$ cat src/rtl/types.sv
// rtl/types.sv - shared core types: FU count, FU index, exe bundle, opid age compare
package types;

    localparam int FU_NUM = 5;

    typedef logic [2:0] fu_idx_t;

    typedef struct packed {
        logic [15:0] opid;
        logic [31:0] result;
        logic        exc;
    } exe_bundle_t;

    // a is older than b when b is less than half the 15-bit opid ring ahead of a
    function automatic logic opid_older(input logic [14:0] a, input logic [14:0] b);
        logic [14:0] d;
        d = b - a;
        return !d[14];
    endfunction

endpackage

$ cat src/rtl/exe_arbiter_rr_picker.sv
// rtl/exe_arbiter_rr_picker.sv - round-robin priority encoder: one-hot grant and index from request and pointer
module rr_picker #(
    parameter int N  = 5,
    parameter int IW = 3
) (
    input  logic [N-1:0]  i_req,
    input  logic [IW-1:0] i_ptr,
    output logic [N-1:0]  o_gnt,
    output logic [IW-1:0] o_idx
);

    always_comb begin
        int   j;
        logic found;
        o_gnt = '0;
        o_idx = '0;
        found = 1'b0;
        j     = 0;
        for (int k = 0; k < N; k++) begin
            j = int'(i_ptr) + k;
            if (j >= N) j = j - N;
            if (!found && i_req[j]) begin
                found    = 1'b1;
                o_gnt[j] = 1'b1;
                o_idx    = IW'(j);
            end
        end
    end

endmodule

$ cat src/rtl/exe_arbiter.sv
// rtl/exe_arbiter.sv - write-back arbiter from function units into a one-entry ROB stage
// EXE_ARB_AGE_EN selects oldest-opid arbitration instead of round-robin.
module exe_arbiter
    import types::*;
#(
    parameter int NFU = FU_NUM,
    parameter int IDW = $clog2(NFU)
) (
    input  logic              clk,
    input  logic              rstn,
    input  logic [NFU-1:0]    in_valid,
    output logic [NFU-1:0]    in_ready,
    input  exe_bundle_t       in_bundle [NFU],
    output logic              out_valid,
    input  logic              out_ready,
    output exe_bundle_t       out_bundle,
    output logic [IDW-1:0]    out_src,
    input  logic              flush
);

    logic            r_out_valid;
    exe_bundle_t     r_out_bundle;
    logic [IDW-1:0]  r_out_src;
    logic [IDW-1:0]  r_ptr;

    logic            w_can_load;
    logic            w_grant_en;
    logic            w_xfer;
    logic [NFU-1:0]  w_gnt_oh;
    logic [IDW-1:0]  w_gnt_idx;

`ifdef EXE_ARB_AGE_EN
    // Linear scan keeps the lowest index unless a later requester is strictly older.
    always_comb begin
        logic found;
        found     = 1'b0;
        w_gnt_idx = '0;
        w_gnt_oh  = '0;
        for (int i = 0; i < NFU; i++) begin
            if (in_valid[i] &&
                (!found ||
                 (opid_older(in_bundle[i].opid[14:0], in_bundle[w_gnt_idx].opid[14:0]) &&
                  !opid_older(in_bundle[w_gnt_idx].opid[14:0], in_bundle[i].opid[14:0])))) begin
                found     = 1'b1;
                w_gnt_idx = IDW'(i);
            end
        end
        if (found) w_gnt_oh[w_gnt_idx] = 1'b1;
    end
`else
    rr_picker #(
        .N  (NFU),
        .IW (IDW)
    ) u_rr_picker (
        .i_req (in_valid),
        .i_ptr (r_ptr),
        .o_gnt (w_gnt_oh),
        .o_idx (w_gnt_idx)
    );
`endif

    assign w_can_load = !r_out_valid || out_ready;
    assign w_grant_en = rstn && w_can_load && !flush;
    assign in_ready   = w_grant_en ? w_gnt_oh : '0;
    assign w_xfer     = |in_ready;

    always_ff @(posedge clk or negedge rstn) begin
        if (!rstn) begin
            r_out_valid  <= 1'b0;
            r_out_bundle <= '0;
            r_out_src    <= '0;
            r_ptr        <= '0;
        end else if (flush) begin
            r_out_valid <= 1'b0;
        end else if (w_can_load) begin
            r_out_valid <= w_xfer;
            if (w_xfer) begin
                r_out_bundle <= in_bundle[w_gnt_idx];
                r_out_src    <= w_gnt_idx;
`ifndef EXE_ARB_AGE_EN
                r_ptr        <= (int'(w_gnt_idx) == NFU - 1) ? '0 : w_gnt_idx + 1'b1;
`endif
            end
        end
    end

    assign out_valid  = r_out_valid;
    assign out_bundle = r_out_bundle;
    assign out_src    = r_out_src;

endmodule

$ cat config.mk
export PLATFORM = sky130hd
export DESIGN_NAME = exe_arbiter
export DESIGN_NICKNAME = d
export VERILOG_FILES = /design/src/rtl/types.sv /design/src/rtl/exe_arbiter_rr_picker.sv /design/src/rtl/exe_arbiter.sv
export SDC_FILE = /design/constraint.sdc
export NUM_CORES = 1
export LEC_CHECK = 0
export ABC_AREA = 1
export CORE_MARGIN = 4
export CORE_UTILIZATION = 30
export CTS_BUF_LIST = sky130_fd_sc_hd__clkbuf_2
export DETAILED_ROUTE_END_ITERATION = 8
export PLACE_DENSITY = 0.57
export SETUP_SLACK_MARGIN = 0.1
export SLEW_MARGIN = 30
export SYNTH_ARGS = -nofsm -noshare
export SYNTH_HDL_FRONTEND = slang
export SYNTH_SLANG_ARGS = --single-unit
$ cat constraint.sdc
create_clock -name clk -period 4.3 [get_ports clk]
set_clock_uncertainty 0.1 [all_clocks]
set_input_delay 0.645 -clock clk [delete_from_list [all_inputs] [get_ports clk]]
set_output_delay 0.645 -clock clk [all_outputs]
set_load 0.05 [all_outputs]
== After elaboration in Yosys (flattened, before gate mapping) ==
Index checks and enable logic that the tools add are counted.

* Register bits after elaboration: 56
* Input bits: 254
* Logic and storage cells: 111

* $add $sub $neg: 10
* Magnitude comparators: 16
* Equal/unequal tests: 1
* Muxes and demuxes: 51
* Bitwise operators: 6
* Reductions and logical operators: 21

{| class="wikitable"
|+ Operators with widths
! operator !! count
|-
| greater-or-equal comparator 32 x 1 -> 1 bit, second input constant || 5
|-
| < comparator 32 x 5 -> 1 bit, second input constant || 5
|-
| two-way mux 32 bit || 5
|-
| binary-select mux 49 bit (select 3 bit) || 1
|-
| greater-or-equal comparator 32 x 4 -> 1 bit, second input constant || 4
|-
| subtractor 32 x 4 -> 32 bit, second input constant || 4
|-
| two-way mux 49 bit || 2
|-
| two-way mux 5 bit || 6
|-
| two-way mux 1 bit || 21
|-
| bitwise OR 5 bit || 4
|-
| two-way mux 3 bit || 6
|-
| binary-select mux 1 bit (select 3 bit) || 5
|-
| demux 1 bit (select 3 bit) || 5
|-
| logical AND 1 bit || 11
|-
| adder 3 x 2 -> 4 bit, second input constant || 2
|-
| zero test 1 bit || 6
|-
| OR reduction 5 bit || 1
|-
| adder 3 x 1 -> 4 bit, second input constant || 1
|-
| adder 3 x 3 -> 4 bit, second input constant || 1
|-
| greater-or-equal comparator 4 bit, second input constant || 1
|-
| NOT 3 -> 4 bit || 1
|-
| subtractor 3 x 3 -> 4 bit, second input constant || 1
|-
| adder 3 x 1 -> 3 bit, second input constant || 1
|-
| == test 3 bit, second input constant || 1
|-
| other kinds (5) || 5
|}

== Longest topological paths before layout ==
* Word-level depth: 22
* Gate-level depth with buffers: 29
* Depth with buffers taken out: 25

== Cells and area by module ==
From an unflattened synthesis, not the netlist that was laid out.

* Cells, all modules: 1,035
* Area, all modules: 5,918.2 µm²

{| class="wikitable"
|+ Modules (own cells, without submodules)
! module !! instances !! cells each !! area an instance (µm²) !! sequential area each (µm²)
|-
| exe_arbiter || 1 || 756 || 4,465.5 || 1,401.3
|-
| rr_picker || 1 || 279 || 1,452.6 || 0.0
|}

== Least setup slack after synthesis ==
No wires, ideal clock.

* Path type: reg2out
* Start point: reg r_ptr[1]
* End point: out in_ready[2]
* Data arrival time: 3,184 ps
* Path slack: 371 ps
* Cell stages (with the launch flop): 18
* Path buffers: 1
* Cell sequence: dfrtp_1 > inv_1 > ha_1 > ha_1 > buf_2 > nand2_1 > ha_1 > nand3b_1 > o21ai_0 > ha_1 > inv_1 > nor2_1 > nand2_1 > nor3_1 > nor2_1 > nand2_1 > nand2_1 > inv_1

* Cells in the longest elaborated chain, start to end: 19
* Elaborated cells between the ends (all ways): 81
* Classes of those cells: add/sub: 9; order compare: 15; mux: 40; bitwise: 4; reduce/logical: 13

{| class="wikitable"
|+ Ends and longest elaborated chain
! what !! RTL line !! RTL
|-
| start, declared || exe_arbiter.sv:24 || <nowiki>logic [IDW-1:0] r_ptr;</nowiki>
|-
| start signal, assigned || exe_arbiter.sv:81 || <nowiki>r_ptr <= (int'(w_gnt_idx) == NFU - 1) ? '0 : w_gnt_idx + 1'b1;</nowiki>
|-
| parallel branches: the longest is 17 deep, another holds subtractor 32 x 4 -> 32 bit || -- ||
|-
| two-way mux 5 bit (*) || exe_arbiter_rr_picker.sv:22 || <nowiki>if (!found && i_req[j]) begin</nowiki>
|-
| two-way mux 5 bit (*) || exe_arbiter.sv:64 || <nowiki>assign in_ready = w_grant_en ? w_gnt_oh : '0;</nowiki>
|-
| end, declared || exe_arbiter.sv:12 || <nowiki>output logic [NFU-1:0] in_ready,</nowiki>
|}

Mark *: on every way between the ends. The select of a mux whose other input is x is not followed.

== Final worst setup path ==
* Start point: reg r_ptr[0]
* End point: out in_ready[4]

Same word-level chain as after synthesis.

==> run_results.csv <==
group,metric,value,unit
outcome,status,"finished, final reports clean",
worst_setup_path,crit_required,3.56,ns
finish,area_growth,62.5,%
floorplan,ios,312,
detailed_routing,drc,0,
worst_setup_path,crit_slowest_cell,"fa_2",
synth,yosys-top-cells-area,"nand2_1, dfrtp_1, nand3_1, inv_1, ha_1",
detailed_routing,ant_nets,0,
sta,rsz0062_at_grt,"true",
flow_run,cap_violations,0,
cts,htree_levels,2,
detailed_routing,dr.first_iter.drc_count,576,
synth,yosysSeqAreaShare,0.205,
place,pre_cts_slack,0.242,ns
floorplan,initial_utilization,0.303,
detailed_routing,vias,8833,
grt,grt_pass1_wl,44700,um
cts,path_clk_slew,0.36,ns
synth,synth_most_common_cell,"nand2_1",
sta,finalHoldViolCount,0,
floorplan,die_area,25300,um^2
sta,slew_viol_final,0,
synth,synthFlopType,"dfrtp_1",
worst_setup_path,start_kind,"register",
detailed_routing,viasPerCell,4.73,
worst_setup_path,worstPathArrival,3.34,ns
finish,fin_nets,1858,
synth,synth_edf_count,0,
worst_setup_path,crit_chain,"inv_4, ha_4, fa_2, inv_2, nand2_2, nand2_4, nor2_4, nand3_2, nand3_2, nand3_4, nor2_4, nand4_1, nand3_2, nand2_2, inv_2, buf_12",
cts,cts_root_buffer,"clkbuf_2",
floorplan,die_width,159,um
floorplan,rows,55,
synth,syn-num-nets,1537,
floorplan,die_y,159,um
sta,min_period,4.08,ns
sta,hold_slack,0.154,ns
cts,cts_buffer_depth,2,
cts,hold_buffers,0,
sta,timing.final.ws_setup,0.215,ns
synth,synth_cells,1258,
worst_setup_path,slowest_delay,0.56,ns
place,dp_hpwl,21500,um
place,place.gp.congestion,0.907,
sta,tns,0,ns
synth,ys_warn_count,0,
hold_path,hold_class,"input port to asynchronous set/reset pin",
synth,synth_top_area_cell,"nand2_1",
grt,grt_max_degree,70,
sta,max_freq,245,MHz
synth,synth-seq-cells,56,
finish,fillerInstances,2378,
detailed_routing,wl_per_cell,15.8,um
synth,synth_area,6850,um^2
sta,slew_headroom,0.482,
detailed_routing,wirelength,29400,um
place,dpl_cell_area,10300,um^2
detailed_routing,drtPass1Iterations,5,
cts,cts_tree,"built",
finish,final_layout_size_suffix_gt1_frac,0.134,
detailed_routing,wl_met3,1780,um
sta,min_period_over_period,0.950,
detailed_routing,routed.top_layer,"met4",
floorplan,core-area,22600,um^2
sta,tightest_slew,0.777,ns
worst_setup_path,path_max_fanout,7,
worst_setup_path,critPathKind,"register to output port",
cts,clock_latency,0.54,ns
place,io_buffers,311,
worst_setup_path,cp_common_cell,"nand3_2",
sta,finalSetupViolCount,0,
finish,final_area,11100,um^2
grt,antenna_found_initial,1,
detailed_routing,wl_met2,14600,um
synth,synth_common_cells,"nand2_1, nand3_1, inv_1, dfrtp_1, nor2_1",
synth,synthArstFlopShare,1.00,
grt,grt_pass1_vias,8149,
synth,ys_types,35,
detailed_routing,wl_met1,12400,um
worst_setup_path,critPathCaptureType,"output port",
synth,avgSynthCellArea,5.44,um^2
grt,gr-usage-all-layers,0.216,
cts,tritoncts.num_buffers,5,
synth,yosysTopAreaCellShare,0.298,
cts,clock-sinks,56,
grt,grt_overflow_total,0,
placed cells by master (no fill, tap or decap), drive strengths merged:
cell type and n:
inv 212, dfrtp 56, o21ai 20, nand4 9, o21bai 1, nor3 6
clkbuf 5, nand2 555, o211ai 16, fa 1, clkdlybuf4s50 305, clkinvlp 1
buf 70, o22ai 1, nor2 58, a21oi 8, nor4 2, nand3 225
diode 1, clkinv 1, nor3b 1, a31oi 1, or2 1, ha 24
nand3b 1
metal layers:
metal  vias to the layer above  global-route usage
li1                       4508                   -
met3                        44              0.0469
met1                      4006               0.269
met2                       275               0.385
met5                         -                   0
met4                         0              0.0473
critical path, delay by kind of cell (launching register included):
| kind | cells | cell delay [ns] |
|---|---|---|
| AND/OR/NAND/NOR | 10 | 1.24 |
| buffers and inverters | 4 | 0.34 |
| adder cells (fa/ha/maj) | 2 | 0.72 |
| flip-flops | 1 | 0.51 |
flip-flops by register name, indices dropped and copies added, names as in the netlist:
name,cells
out_src,3
out_valid,1
out_bundle,49
r_ptr,3
final timing paths:
path,from,to,slack [ns],cells past startpoint
max reg2reg,r_ptr[2],out_bundle[46],0.52,22
min reg2reg,out_bundle[19],out_bundle[19],0.42,2
min,rstn,out_bundle[28],0.15,2
max in group asynchronous,rstn,out_bundle[45],3.43,2
max,r_ptr[0],in_ready[4],0.22,16
min in group clk,out_bundle[19],out_bundle[19],0.42,2
final cells by class:
| type | instances | area [um^2] | area share |
|---|---|---|---|
| well taps | 285 | 357 | 0.0320 |
| clock buffers | 5 | 25.0 | 0.00225 |
| flip-flops and latches | 56 | 1400 | 0.126 |
| diodes | 1 | 2.50 | 0.000225 |
| repair buffers | 375 | 3750 | 0.337 |
| inverters | 211 | 810 | 0.0728 |
| multi-input cells | 930 | 4750 | 0.427 |
| clock inverters | 3 | 27.5 | 0.00247 |
timing repair:
| action | 4_1_cts | 5_1_grt |
|---|---|---|
| hold endpoints to repair | 0 | 0 |
| buffers inserted | 13 | 27 |
| gates resized for setup | 29 | 101 |
| endpoints found under the setup margin | 5 | 5 |
| gates cloned | 0 | 2 |
| pin swaps | 7 | 49 |
per-stage QoR:
step	util	cells
floorplan	-	1258
global placement	0.456	1815
detailed placement	0.456	1815
CTS	0.466	1836
global route	0.493	1866
finish	0.493	1866
cell families after synthesis:
kind of cell	after synthesis	share of synthesized area
DFF	56	0.205
AOI/OAI and AO/OA	47	0.0453
and+or+nand+nor	856	0.535
adders and majority gates	25	0.0468
buffers and inverters	274	0.168
Power is not shown: default switching activity piles up to over one toggle a cycle in this logic, so the estimate is an artifact.
